**src/rtl/fetch_pc_unit.sv**
```systemverilog
// fetch_pc_unit: program counter, instruction fetch handshake and next-PC
// selection for a non-overlapped (fetch, then execute) MIPS core.
module fetch_pc_unit #(
    parameter logic [31:0] RESET_PC = 32'h0000_0000
) (
    input  logic        clk,
    input  logic        rst_n,
    output logic        imem_req,
    output logic [31:0] imem_addr,
    input  logic        imem_valid,
    input  logic [31:0] imem_rdata,
    output logic [31:0] instr,
    output logic [5:0]  opcode,
    output logic [5:0]  funct,
    output logic        instr_valid,
    input  logic        stall,
    input  logic [2:0]  Branch,
    input  logic        jump,
    input  logic        zero,
    input  logic [31:0] rs_data,
    output logic [31:0] pc,
    output logic [31:0] link_addr,
    output logic [31:0] instr_cnt,
    output logic        align_err
);

    typedef enum logic [1:0] {
        S_IDLE  = 2'd0,
        S_FETCH = 2'd1,
        S_EXEC  = 2'd2
    } state_t;

    state_t      r_state;
    state_t      w_state_nxt;
    logic        w_capture;
    logic        w_retire;

    logic        r_req;
    logic        r_ivld;
    logic [31:0] r_pc;
    logic [31:0] r_ir;
    logic [31:0] r_cnt;
    logic        r_aerr;

    logic [31:0] w_pc4;
    logic [31:0] w_br_tgt;
    logic [31:0] w_j_tgt;
    logic [31:0] w_jr_tgt;
    logic [31:0] w_pc_nxt;
    logic        w_jr_misalign;

    // Target candidates; the j-target keeps the region bits of pc+4, not pc.
    assign w_pc4         = r_pc + 32'd4;
    assign w_br_tgt      = w_pc4 + {{14{r_ir[15]}}, r_ir[15:0], 2'b00};
    assign w_j_tgt       = {w_pc4[31:28], r_ir[25:0], 2'b00};
    assign w_jr_tgt      = {rs_data[31:2], 2'b00};
    assign w_jr_misalign = (Branch == 3'b111) && (rs_data[1:0] != 2'b00);

    // State register.
    always_ff @(posedge clk or negedge rst_n) begin
        if (!rst_n) begin
            r_state <= S_IDLE;
        end else begin
            r_state <= w_state_nxt;
        end
    end

    // Next-state logic; capture/retire strobes mark the two state-advancing edges.
    always_comb begin
        w_state_nxt = r_state;
        w_capture   = 1'b0;
        w_retire    = 1'b0;
        case (r_state)
            S_IDLE: begin
                w_state_nxt = S_FETCH;
            end
            S_FETCH: begin
                if (imem_valid) begin
                    w_state_nxt = S_EXEC;
                    w_capture   = 1'b1;
                end
            end
            S_EXEC: begin
                if (!stall) begin
                    w_state_nxt = S_FETCH;
                    w_retire    = 1'b1;
                end
            end
            default: begin
                w_state_nxt = S_IDLE;
            end
        endcase
    end

    // Next-PC priority: jr, then j/jal, then taken beq/bne, else sequential.
    always_comb begin
        w_pc_nxt = w_pc4;
        if (Branch == 3'b111) begin
            w_pc_nxt = w_jr_tgt;
        end else if (jump || (Branch == 3'b011)) begin
            w_pc_nxt = w_j_tgt;
        end else if ((Branch == 3'b010) && zero) begin
            w_pc_nxt = w_br_tgt;
        end else if ((Branch == 3'b001) && !zero) begin
            w_pc_nxt = w_br_tgt;
        end
    end

    // Registered decodes of the upcoming state so req/valid are glitch-free.
    always_ff @(posedge clk or negedge rst_n) begin
        if (!rst_n) begin
            r_req  <= 1'b0;
            r_ivld <= 1'b0;
        end else begin
            r_req  <= (w_state_nxt == S_FETCH);
            r_ivld <= (w_state_nxt == S_EXEC);
        end
    end

    // Instruction register loads only on the accepting FETCH edge.
    always_ff @(posedge clk or negedge rst_n) begin
        if (!rst_n) begin
            r_ir <= 32'd0;
        end else if (w_capture) begin
            r_ir <= imem_rdata;
        end
    end

    // PC, retire counter and sticky alignment flag advance when EXEC retires.
    always_ff @(posedge clk or negedge rst_n) begin
        if (!rst_n) begin
            r_pc   <= {RESET_PC[31:2], 2'b00};
            r_cnt  <= 32'd0;
            r_aerr <= 1'b0;
        end else if (w_retire) begin
            r_pc  <= {w_pc_nxt[31:2], 2'b00};
            r_cnt <= r_cnt + 32'd1;
            if (w_jr_misalign) begin
                r_aerr <= 1'b1;
            end
        end
    end

    assign imem_req    = r_req;
    assign imem_addr   = r_pc;
    assign instr       = r_ir;
    assign opcode      = r_ir[31:26];
    assign funct       = r_ir[5:0];
    assign instr_valid = r_ivld;
    assign pc          = r_pc;
    assign link_addr   = w_pc4;
    assign instr_cnt   = r_cnt;
    assign align_err   = r_aerr;

endmodule
```
**config.mk**
```make
export PLATFORM = sky130hd
export DESIGN_NAME = fetch_pc_unit
export DESIGN_NICKNAME = d
export VERILOG_FILES = /design/src/rtl/fetch_pc_unit.sv
export SDC_FILE = /design/constraint.sdc
export NUM_CORES = 1
export LEC_CHECK = 0
export BUFFER_PORTS_ARGS = -buffer_cell sky130_fd_sc_hd__buf_2
export CAP_MARGIN = 20
export CORE_UTILIZATION = 45
export CTS_CLUSTER_DIAMETER = 30
export DETAILED_ROUTE_END_ITERATION = 7
export GPL_ROUTABILITY_DRIVEN = 0
export PLACE_DENSITY = 0.81
export SLEW_MARGIN = 20
export SYNTH_ARGS = -nofsm -noshare
export SYNTH_HDL_FRONTEND = slang
export SYNTH_SLANG_ARGS = --single-unit
```
**constraint.sdc**
```tcl
create_clock -name clk -period 5 [get_ports clk]
set_input_delay 1 -clock clk [delete_from_list [all_inputs] [get_ports clk]]
set_output_delay 1 -clock clk [all_outputs]
set_load 0.05 [all_outputs]
```
==> reports/metrics.cfg, run 1 <==
[clock_network]
post_cts_buffers = 0
cts_htree_levels = 3
path_clk_slew_ns = 0.07
ctsResizeCount = 0
numClockSinks = 99
post_cts_hold_buffer_count = 0
clock_latency_ns = 0.37
tritoncts = built
cts_made_buffers = 9
root_buffer = sky130_fd_sc_hd__clkbuf_16
clock_path_buffers = 2

[detailed_routing]
drc_errors = 0
drt_iter0_drc = 673
via_per_inst = 5.79
dr.pass1.iters = 6
antenna_left = 0
wirelength_mm = 22.1
avgRoutedWirePerCell_um = 18.4
vias = 6948

[global_routing]
first_global_vias = 6536
grt_pass1_wl_mm = 34.1
maximum_number_of_pins_on_one_net_before_global_route_repair = 60
antenna_found_initial = 3
grt_use_total = 0.272
grt_overflow = 0

[timing]
setup_slack_ns = 0.593
final-hold-violation-count = 0
tightest_slew_ns = 1.04
max-slew-margin-rel = 0.306
max_clock_freq_ghz = 0.227
fin_tns_setup_ns = 0
setup-violations-final = 0
report.final.slew_viol_count = 0
clock-skew-final_ns = 0.00722
timing.final.crit_period_ns = 4.41
rsz0062_at_grt = false
final.period_utilization = 0.881

[placed_design]
place.detailed.instances = 1180
dpl_worst_slack_ns = 0.677
port_buffers = 241
post_dp_cell_area_sq_um = 8160
placed_wire_length_estimate_after_detailed_placement_mm = 16.4

[cells_and_area]
final_common_cell = sky130_fd_sc_hd__buf_2
most_used_cells_in_the_layout_excluding_fill_and_tap_cells = sky130_fd_sc_hd__buf_2 (240), sky130_fd_sc_hd__dfrtp_1 (99), sky130_fd_sc_hd__nand2_1 (77)
post_layout_nonfiller_instances = 1199
layout-drive-gt1-share = 0.311
final_nets = 1091
syn_to_final_growth_pct = 20.3
filler_cell_count = 1389
post-route-cell-area_sq_um = 8500

[floorplan]
fp-row-count = 45
die_outline_area_sq_um = 16200
initial_utilization = 0.463
fp.coreArea_sq_um = 15300
design.portCount = 248
die_h_um = 127
chipWidth_um = 127

[worst_hold_path]
hold_class = register to register

[critical_path]
timing.critical_path.required_ns = 5.26
crit_slowest_cell = sky130_fd_sc_hd__nor4_2
crit_chain = ha_1 -> nand4_1 -> nor4_2 -> nand3_1 -> xnor2_1 -> ha_1 -> a21o_1 -> a21o_1 -> a21oi_1 -> o21ai_0 -> or4_1 -> o21a_1 -> nand2_1 -> mux2i_1 -> a221o_1
critPathCaptureType = register
path_class = register to register
timing.critical_path.slowest_cell_delay_ns = 0.84
worst_path_arrival_time_ns = 4.67
critical_path.startpoint_type = register
critical_path_peak_fanout = 8

[synthesis]
synth-compound-area-share = 0.195
synth_async_sr_flop_share = 1.00
syn-mean-instance-area_sq_um = 8.94
dominantRegCellSynth = sky130_fd_sc_hd__dfrtp_1
cell_count_after_synthesis = 790
yosys.area_share.adder = 0.0684
synth_warnings = 0
share_of_cell_area_taken_by_muxes_after_synthesis = 0.0595
yosysUniqueCellTypes = 61
synth_xor_xnor_area_share = 0.0930
syn_area_sq_um = 7060
largest_family_of_logic_cells_by_synthesized_area = compound AO/OA/AOI/OAI gates
synth-seq-area-share = 0.351
synth-simple-area-share = 0.160
synth.ff_latch_count = 99
synth-edff-count = 0

[outcome]
status = finished clean

[flow_run]
drv.max_cap_violation_count = 0

[metrics by stage]
stage | util | hold WS (ns)
final | 0.557 | 0.490
after global routing | 0.557 | 0.515
after CTS | 0.556 | 0.492
after detailed placement | 0.535 | 0.482
after global placement | 0.535 | 0.454
after floorplan | - | 0.490
[Yosys cell counts (all sizes together), types with 2 or more instances]
cell / number / area share
clkbuf: 27 / 0.014
a22oi: 9 / 0.0096
xnor2: 50 / 0.062
nor2b: 4 / 0.0035
nand2: 78 / 0.043
a21oi: 62 / 0.046
o22ai: 6 / 0.0053
nor2: 60 / 0.032
nand3b: 3 / 0.0032
nor3: 13 / 0.0099
or3: 3 / 0.0027
a31o: 2 / 0.0025
and2: 5 / 0.0044
o211ai: 7 / 0.0074
o21bai: 3 / 0.0032
o221ai: 2 / 0.0025
ha: 37 / 0.066
o2111ai: 4 / 0.0050
nand4: 19 / 0.017
and3: 12 / 0.011
o31ai: 3 / 0.0032
a311oi: 4 / 0.0050
a221oi: 6 / 0.0074
mux2: 32 / 0.051
inv: 12 / 0.0064
o21ai: 46 / 0.033
nand3: 27 / 0.019
nand2b: 3 / 0.0027
mux2i: 6 / 0.0085
xor2: 25 / 0.031
or4: 2 / 0.0021
a31oi: 5 / 0.0044
a211oi: 14 / 0.015
buf: 50 / 0.052
a21o: 19 / 0.020
o21a: 5 / 0.0053
a221o: 3 / 0.0043
dfrtp: 99 / 0.35
and4: 5 / 0.0062
a211o: 2 / 0.0025
[metal layers]
metal,up-vias,wire (um),GRT usage
met5,-,0,0
met4,0,801,0.141
met3,61,1660,0.0482
met2,326,10700,0.451
met1,3357,8920,0.339
li1,3204,-,-
[logic make-up after synthesis]
logic type               Yosys count
multiplexers                      38
XOR/XNOR                          75
AND/OR/NAND/NOR                  237
flip-flops                        99
buffers and inverters             89
other                              1
adder cells (fa/ha/maj)           38
AO/OA/AOI/OAI                    213
[path summary, 6_finish.rpt]
path                                from            end  slack (ns)  cells after the start
min                        instr_cnt[16]  instr_cnt[16]        0.49                      1
max reg2reg                 imem_addr[2]  imem_addr[31]        0.59                     15
max                         imem_addr[2]  imem_addr[31]        0.59                     15
min in group asynchronous          rst_n   instr_cnt[5]        0.70                      1
max in group asynchronous          rst_n      instr[10]        3.24                      2
min reg2reg                instr_cnt[16]  instr_cnt[16]        0.49                      1
[registers in the layout, indices dropped and copies added, names as in the netlist]
signal	count
instr	32
instr_cnt	32
imem_addr	30
r_state	2
align_err	1
imem_req	1
instr_valid	1
[cell type report]
class	count	area (sq um)	area share
flip-flops and latches	99	2480	0.292
inverters	12	45.0	0.00530
diodes	3	7.51	0.000884
multi-input cells	607	4090	0.482
repair buffers	251	1280	0.151
clock inverters	6	96.3	0.0113
well taps	211	264	0.0311
clock buffers	10	229	0.0269
[worst max-delay path, delay by kind of cell, from the launching register on]
family	cells	cell delay, ns
fa+ha+maj	2	0.62
simple gates	5	1.80
flops	1	0.44
xor+xnor	1	0.29
compound gates	6	1.06
mux	1	0.08
Power of run 1 is not shown: default switching activity piles up to over one toggle a cycle in this logic, so the estimate is an artifact.
==> inputs of run 2 (changes only) <==
--- a/config.mk
+++ b/config.mk
@@ -12,6 +12,7 @@
 export DETAILED_ROUTE_END_ITERATION = 7
 export GPL_ROUTABILITY_DRIVEN = 0
 export PLACE_DENSITY = 0.81
+export RECOVER_POWER = 50
 export SLEW_MARGIN = 20
 export SYNTH_ARGS = -nofsm -noshare
 export SYNTH_HDL_FRONTEND = slang
==> run 2 against run 1 <==
Against the previous run: the run now ends with capacitance limit, slew limit left; sequential cell count is the same; fmax is 0.18% lower; via count up 0.35%; cell count unchanged; routed wire length is 0.24% lower; register-to-register slack hardly changed; sequential share of layout area up 0.31 points; utilization decreased by 0.59 points; cell area fell by 1.1%.
==> reports/metrics.cfg, run 2 (synthesis gave the netlist of run 1 again) <==
[critical_path]
worst_setup_path_endpoint = imem_addr[29]
timing.critical_path.required_ns = 5.25
path_class = register to register
reg2reg_setup_slack_ns = 0.58
r2r_cells = 13
critical_path_peak_fanout = 7
worst_path_arrival_time_ns = 4.66
crit-reg2reg-capture = imem_addr[29]
worst_r2r_startpoint = imem_addr[2]
critPathCaptureType = register
setup.worst_path.start = imem_addr[2]
critical_path.startpoint_type = register

[cells_and_area]
most_used_cells_in_the_layout_excluding_fill_and_tap_cells = sky130_fd_sc_hd__buf_2 (179), sky130_fd_sc_hd__dfrtp_1 (99), sky130_fd_sc_hd__nand2_1 (77)
layout-drive-gt1-share = 0.246
filler_cell_count = 1422
syn_to_final_growth_pct = 19.1
final_nets = 1091
final_common_cell = sky130_fd_sc_hd__buf_2

[floorplan]
die_h_um = 127
fp-row-count = 45
chipWidth_um = 127
die_outline_area_sq_um = 16200
initial_utilization = 0.463
design.portCount = 248
fp.coreArea_sq_um = 15300

[global_routing]
grt_use_total = 0.272
grt_pass1_wl_mm = 34.1
antenna_found_initial = 3
use_met2 = 0.451
grt_most_used_layer = met2
first_global_vias = 6536
maximum_number_of_pins_on_one_net_before_global_route_repair = 60
grt_overflow = 0
global_route_met3_usage = 0.0482
grt_use_met1 = 0.339

[clock_network]
cts_made_buffers = 9
post_cts_buffers = 0
root_buffer = sky130_fd_sc_hd__clkbuf_16
clock_latency_ns = 0.37
cts_htree_levels = 3
clock_path_buffers = 2
tritoncts = built
path_clk_slew_ns = 0.07
ctsResizeCount = 0
post_cts_hold_buffer_count = 0
numClockSinks = 99

[detailed_routing]
vias = 6972
avgRoutedWirePerCell_um = 18.4
drt_iter0_drc = 619
antenna_left = 0
wirelength_mm = 22.0
dr.pass1.iters = 8
via_per_inst = 5.81
drc_errors = 0

[timing]
clock-skew-final_ns = 0.00671
report.final.slew_viol_count = 103
rsz0062_at_grt = false
max-slew-margin-rel = -1.12
tightest_slew_ns = 3.18
max_clock_freq_ghz = 0.226
timing.final.crit_period_ns = 4.42
setup-violations-final = 0
fin_tns_setup_ns = 0
final-hold-violation-count = 0
final.period_utilization = 0.883

[worst_hold_path]
min-delay-start = instr_cnt[16]
hold_class = register to register

[flow_run]
drv.max_cap_violation_count = 2

[placed_design]
placed_wire_length_estimate_after_detailed_placement_mm = 16.4
port_buffers = 241

[outcome]
status = complete, but fails checks
failed_checks = capacitance limit, slew limit

run 2: cell count changes in the layout (fill, tap and decap cells not counted):
| cell | previous run | this run |
|---|---|---|
| sky130_fd_sc_hd__and2_1 | 5 | 3 |
| sky130_fd_sc_hd__clkbuf_2 | 0 | 1 |
| sky130_fd_sc_hd__buf_4 | 11 | 7 |
| sky130_fd_sc_hd__clkbuf_1 | 1 | 65 |
| sky130_fd_sc_hd__and2_0 | 0 | 2 |
| sky130_fd_sc_hd__buf_2 | 240 | 179 |
run 2: area by class of cell:
class / count / area, sq um / share of cell area
clock inverters: 6 / 96.3 / 0.0115
diodes: 3 / 7.51 / 0.000893
clock buffers: 10 / 229 / 0.0272
flip-flops and latches: 99 / 2480 / 0.295
well taps: 211 / 264 / 0.0314
inverters: 12 / 45.0 / 0.00536
multi-input cells: 607 / 4090 / 0.487
repair buffers: 251 / 1190 / 0.142
run 2: per-stage QoR:
stage,cells,instance area (sq um),worst slack [ns],utilization,hold WS (ns)
finish,1199,8410,0.585,0.551,0.500
global route,1197,8400,0.249,0.551,0.517
CTS,1196,8490,0.675,0.556,0.492
detailed placement,1180,8160,0.677,0.535,0.482
global placement,1180,8160,0.822,0.535,0.454
floorplan,795,7080,0.0855,-,0.490
run 2: worst min-delay path by stage:
| stage | to | slack (ns) | cells after the start |
|---|---|---|---|
| floorplan | instr_valid | 0.49 | 1 |
| global placement | instr_cnt[31] | 0.45 | 1 |
| detailed placement | instr_cnt[16] | 0.48 | 1 |
| CTS | instr_cnt[16] | 0.49 | 1 |
| global route | instr_cnt[31] | 0.52 | 1 |
| finish | instr_cnt[16] | 0.50 | 1 |
run 2: worst max-delay path, stage by stage (launching register included):
cell and delay, ns:
sky130_fd_sc_hd__dfrtp_1 0.44, sky130_fd_sc_hd__ha_1 0.23, sky130_fd_sc_hd__nand4_1 0.29, sky130_fd_sc_hd__nor4_2 0.82
sky130_fd_sc_hd__xor2_1 0.38, sky130_fd_sc_hd__ha_1 0.37, sky130_fd_sc_hd__a21o_1 0.24, sky130_fd_sc_hd__a21o_1 0.20
sky130_fd_sc_hd__a21o_1 0.18, sky130_fd_sc_hd__or3_1 0.30, sky130_fd_sc_hd__o22ai_1 0.24, sky130_fd_sc_hd__mux2i_1 0.27
sky130_fd_sc_hd__nor2_1 0.07, sky130_fd_sc_hd__o41ai_1 0.25
run 2: layer usage:
layer  vias up  routed length [um]
li1       3209                   -
met1      3389                8910
met2       319               10700
met3        55                1670
met4         0                 759
met5         -                   0
Power of run 2 is left out for the same reason.
==> inputs of run 3 (changes only) <==
--- a/config.mk
+++ b/config.mk
@@ -8,6 +8,7 @@
 export BUFFER_PORTS_ARGS = -buffer_cell sky130_fd_sc_hd__buf_2
 export CAP_MARGIN = 20
 export CORE_UTILIZATION = 45
+export CTS_BUF_LIST = sky130_fd_sc_hd__clkbuf_8
 export CTS_CLUSTER_DIAMETER = 30
 export DETAILED_ROUTE_END_ITERATION = 7
 export GPL_ROUTABILITY_DRIVEN = 0
==> run 3 against run 2 <==
Against the previous run: the run still ends with capacitance limit, slew limit left; global-route usage fell by 0.52 points; clock skew increased by 0.0024 ns; setup slack better by 0.023 ns; routed wire length decreased by 1.4%; critical path depth is 2 higher; non-clock buffer count is the same; sequential share of layout area grew 0.36 points; first-iteration DRC count is 12% lower; die area unchanged.
==> reports/metrics.cfg, run 3 (synthesis gave the netlist of run 1 again) <==
[outcome]
status = complete, but fails checks
failed_checks = capacitance limit, slew limit

[clock_network]
path_clk_slew_ns = 0.11
ctsResizeCount = 0
root_buffer = sky130_fd_sc_hd__clkbuf_8
clock_path_buffers = 2
cts_htree_levels = 3
post_cts_buffers = 0
numClockSinks = 99
clock_latency_ns = 0.39
tritoncts = built
cts_made_buffers = 9
post_cts_hold_buffer_count = 0

[critical_path]
critical_path.startpoint_type = register
timing.critical_path.slowest_cell_delay_ns = 0.82
worst-path-buf-inv = 0
critPathCaptureType = register
crit_slowest_cell = sky130_fd_sc_hd__nor4_2
crit_path_depth = 15
worst_r2r_startpoint = imem_addr[2]
reg2reg_setup_slack_ns = 0.61
critical_path_peak_fanout = 8
critical-path-top-delay-family = simple AND/OR/NAND/NOR gates
crit_chain = ha_1 -> nand4_1 -> nor4_2 -> nand3_1 -> xnor2_1 -> ha_1 -> a21o_1 -> a21o_1 -> a21oi_1 -> o21ai_0 -> or4_1 -> o21a_1 -> nand2_1 -> mux2i_1 -> a221o_1
timing.critical_path.required_ns = 5.28
crit-reg2reg-capture = imem_addr[31]
path_class = register to register
r2r_cells = 15
worst_path_arrival_time_ns = 4.67

[global_routing]
grt_overflow = 0
grt_pass1_wl_mm = 33.7
maximum_number_of_pins_on_one_net_before_global_route_repair = 60
first_global_vias = 6533
grt_use_total = 0.267
antenna_found_initial = 3

[cells_and_area]
most_used_cells_in_the_layout_excluding_fill_and_tap_cells = sky130_fd_sc_hd__buf_2 (183), sky130_fd_sc_hd__dfrtp_1 (99), sky130_fd_sc_hd__nand2_1 (77)
filler_cell_count = 1431
final_common_cell = sky130_fd_sc_hd__buf_2
syn_to_final_growth_pct = 17.7
final_nets = 1091
layout-drive-gt1-share = 0.249

[timing]
tightest_slew_ns = 3.16
rsz0062_at_grt = false
clock-skew-final_ns = 0.00914
setup-violations-final = 0
final.period_utilization = 0.878
setup_slack_ns = 0.608
report.final.slew_viol_count = 130
max_clock_freq_ghz = 0.228
timing.final.crit_period_ns = 4.39
fin_tns_setup_ns = 0
final-hold-violation-count = 0
max-slew-margin-rel = -1.10

[detailed_routing]
drc_errors = 0
vias = 6918
wirelength_mm = 21.7
dr.pass1.iters = 5
drt_iter0_drc = 542
antenna_left = 0
via_per_inst = 5.77
avgRoutedWirePerCell_um = 18.1

[worst_hold_path]
min_delay_path_depth = 1
min-delay-start = instr_cnt[13]
hold_class = register to register
holdPathEnd = instr_cnt[13]

[placed_design]
port_buffers = 241
placed_wire_length_estimate_after_detailed_placement_mm = 16.4
dpl_worst_slack_ns = 0.677

[flow_run]
drv.max_cap_violation_count = 3

[floorplan]
die_h_um = 127
chipWidth_um = 127
initial_utilization = 0.463
design.portCount = 248
fp.coreArea_sq_um = 15300
fp-row-count = 45
die_outline_area_sq_um = 16200

[run 3: cell count changes in the layout (fill, tap and decap cells not counted)]
cell	before	now
sky130_fd_sc_hd__buf_2	179	183
sky130_fd_sc_hd__inv_1	12	13
sky130_fd_sc_hd__buf_4	7	6
sky130_fd_sc_hd__clkbuf_8	0	9
sky130_fd_sc_hd__clkbuf_16	9	0
sky130_fd_sc_hd__clkbuf_1	65	61
[run 3: per-stage QoR]
| step | cells | utilization | area (sq um) | hold slack [ns] |
|---|---|---|---|---|
| 2_1_floorplan | 795 | - | 7080 | 0.490 |
| 3_3_place_gp | 1180 | 0.535 | 8160 | 0.454 |
| 3_5_place_dp | 1180 | 0.535 | 8160 | 0.482 |
| 4_1_cts | 1196 | 0.550 | 8390 | 0.497 |
| 5_1_grt | 1197 | 0.544 | 8300 | 0.523 |
| 6_report | 1199 | 0.544 | 8310 | 0.504 |
[run 3: worst max-delay path by stage]
stage	end	from
2_1_floorplan	imem_addr[31]	imem_addr[2]
3_3_place_gp	imem_addr[31]	imem_addr[2]
3_5_place_dp	imem_addr[31]	imem_addr[2]
4_1_cts	imem_addr[31]	imem_addr[2]
5_1_grt	imem_addr[31]	imem_addr[2]
6_report	imem_addr[31]	imem_addr[2]
[run 3: cell type report]
cell class              count  area, sq um  area share
flip-flops and latches     99         2480       0.298
multi-input cells         607         4090       0.493
repair buffers            251         1190       0.144
clock inverters             7          100      0.0121
inverters                  12         45.0     0.00542
well taps                 211          264      0.0318
clock buffers               9          124      0.0149
diodes                      3         7.51    0.000904
[run 3: worst reg2reg max path, cell delays in order, from the launching register on]
cell	delay, ns
sky130_fd_sc_hd__dfrtp_1	0.45
sky130_fd_sc_hd__ha_1	0.23
sky130_fd_sc_hd__nand4_1	0.29
sky130_fd_sc_hd__nor4_2	0.83
sky130_fd_sc_hd__nand3_1	0.18
sky130_fd_sc_hd__xnor2_1	0.29
sky130_fd_sc_hd__ha_1	0.39
sky130_fd_sc_hd__a21o_1	0.22
sky130_fd_sc_hd__a21o_1	0.16
sky130_fd_sc_hd__a21oi_1	0.12
sky130_fd_sc_hd__o21ai_0	0.13
sky130_fd_sc_hd__or4_1	0.41
sky130_fd_sc_hd__o21a_1	0.17
sky130_fd_sc_hd__nand2_1	0.07
sky130_fd_sc_hd__mux2i_1	0.08
sky130_fd_sc_hd__a221o_1	0.26
[run 3: per-layer routing]
| layer | GRT usage | vias to the layer above | routed length, um |
|---|---|---|---|
| li1 | - | 3214 | - |
| met1 | 0.336 | 3319 | 8850 |
| met2 | 0.440 | 330 | 10400 |
| met3 | 0.0461 | 55 | 1660 |
| met4 | 0.136 | 0 | 790 |
| met5 | 0 | - | 0 |
Power of run 3 is left out for the same reason.
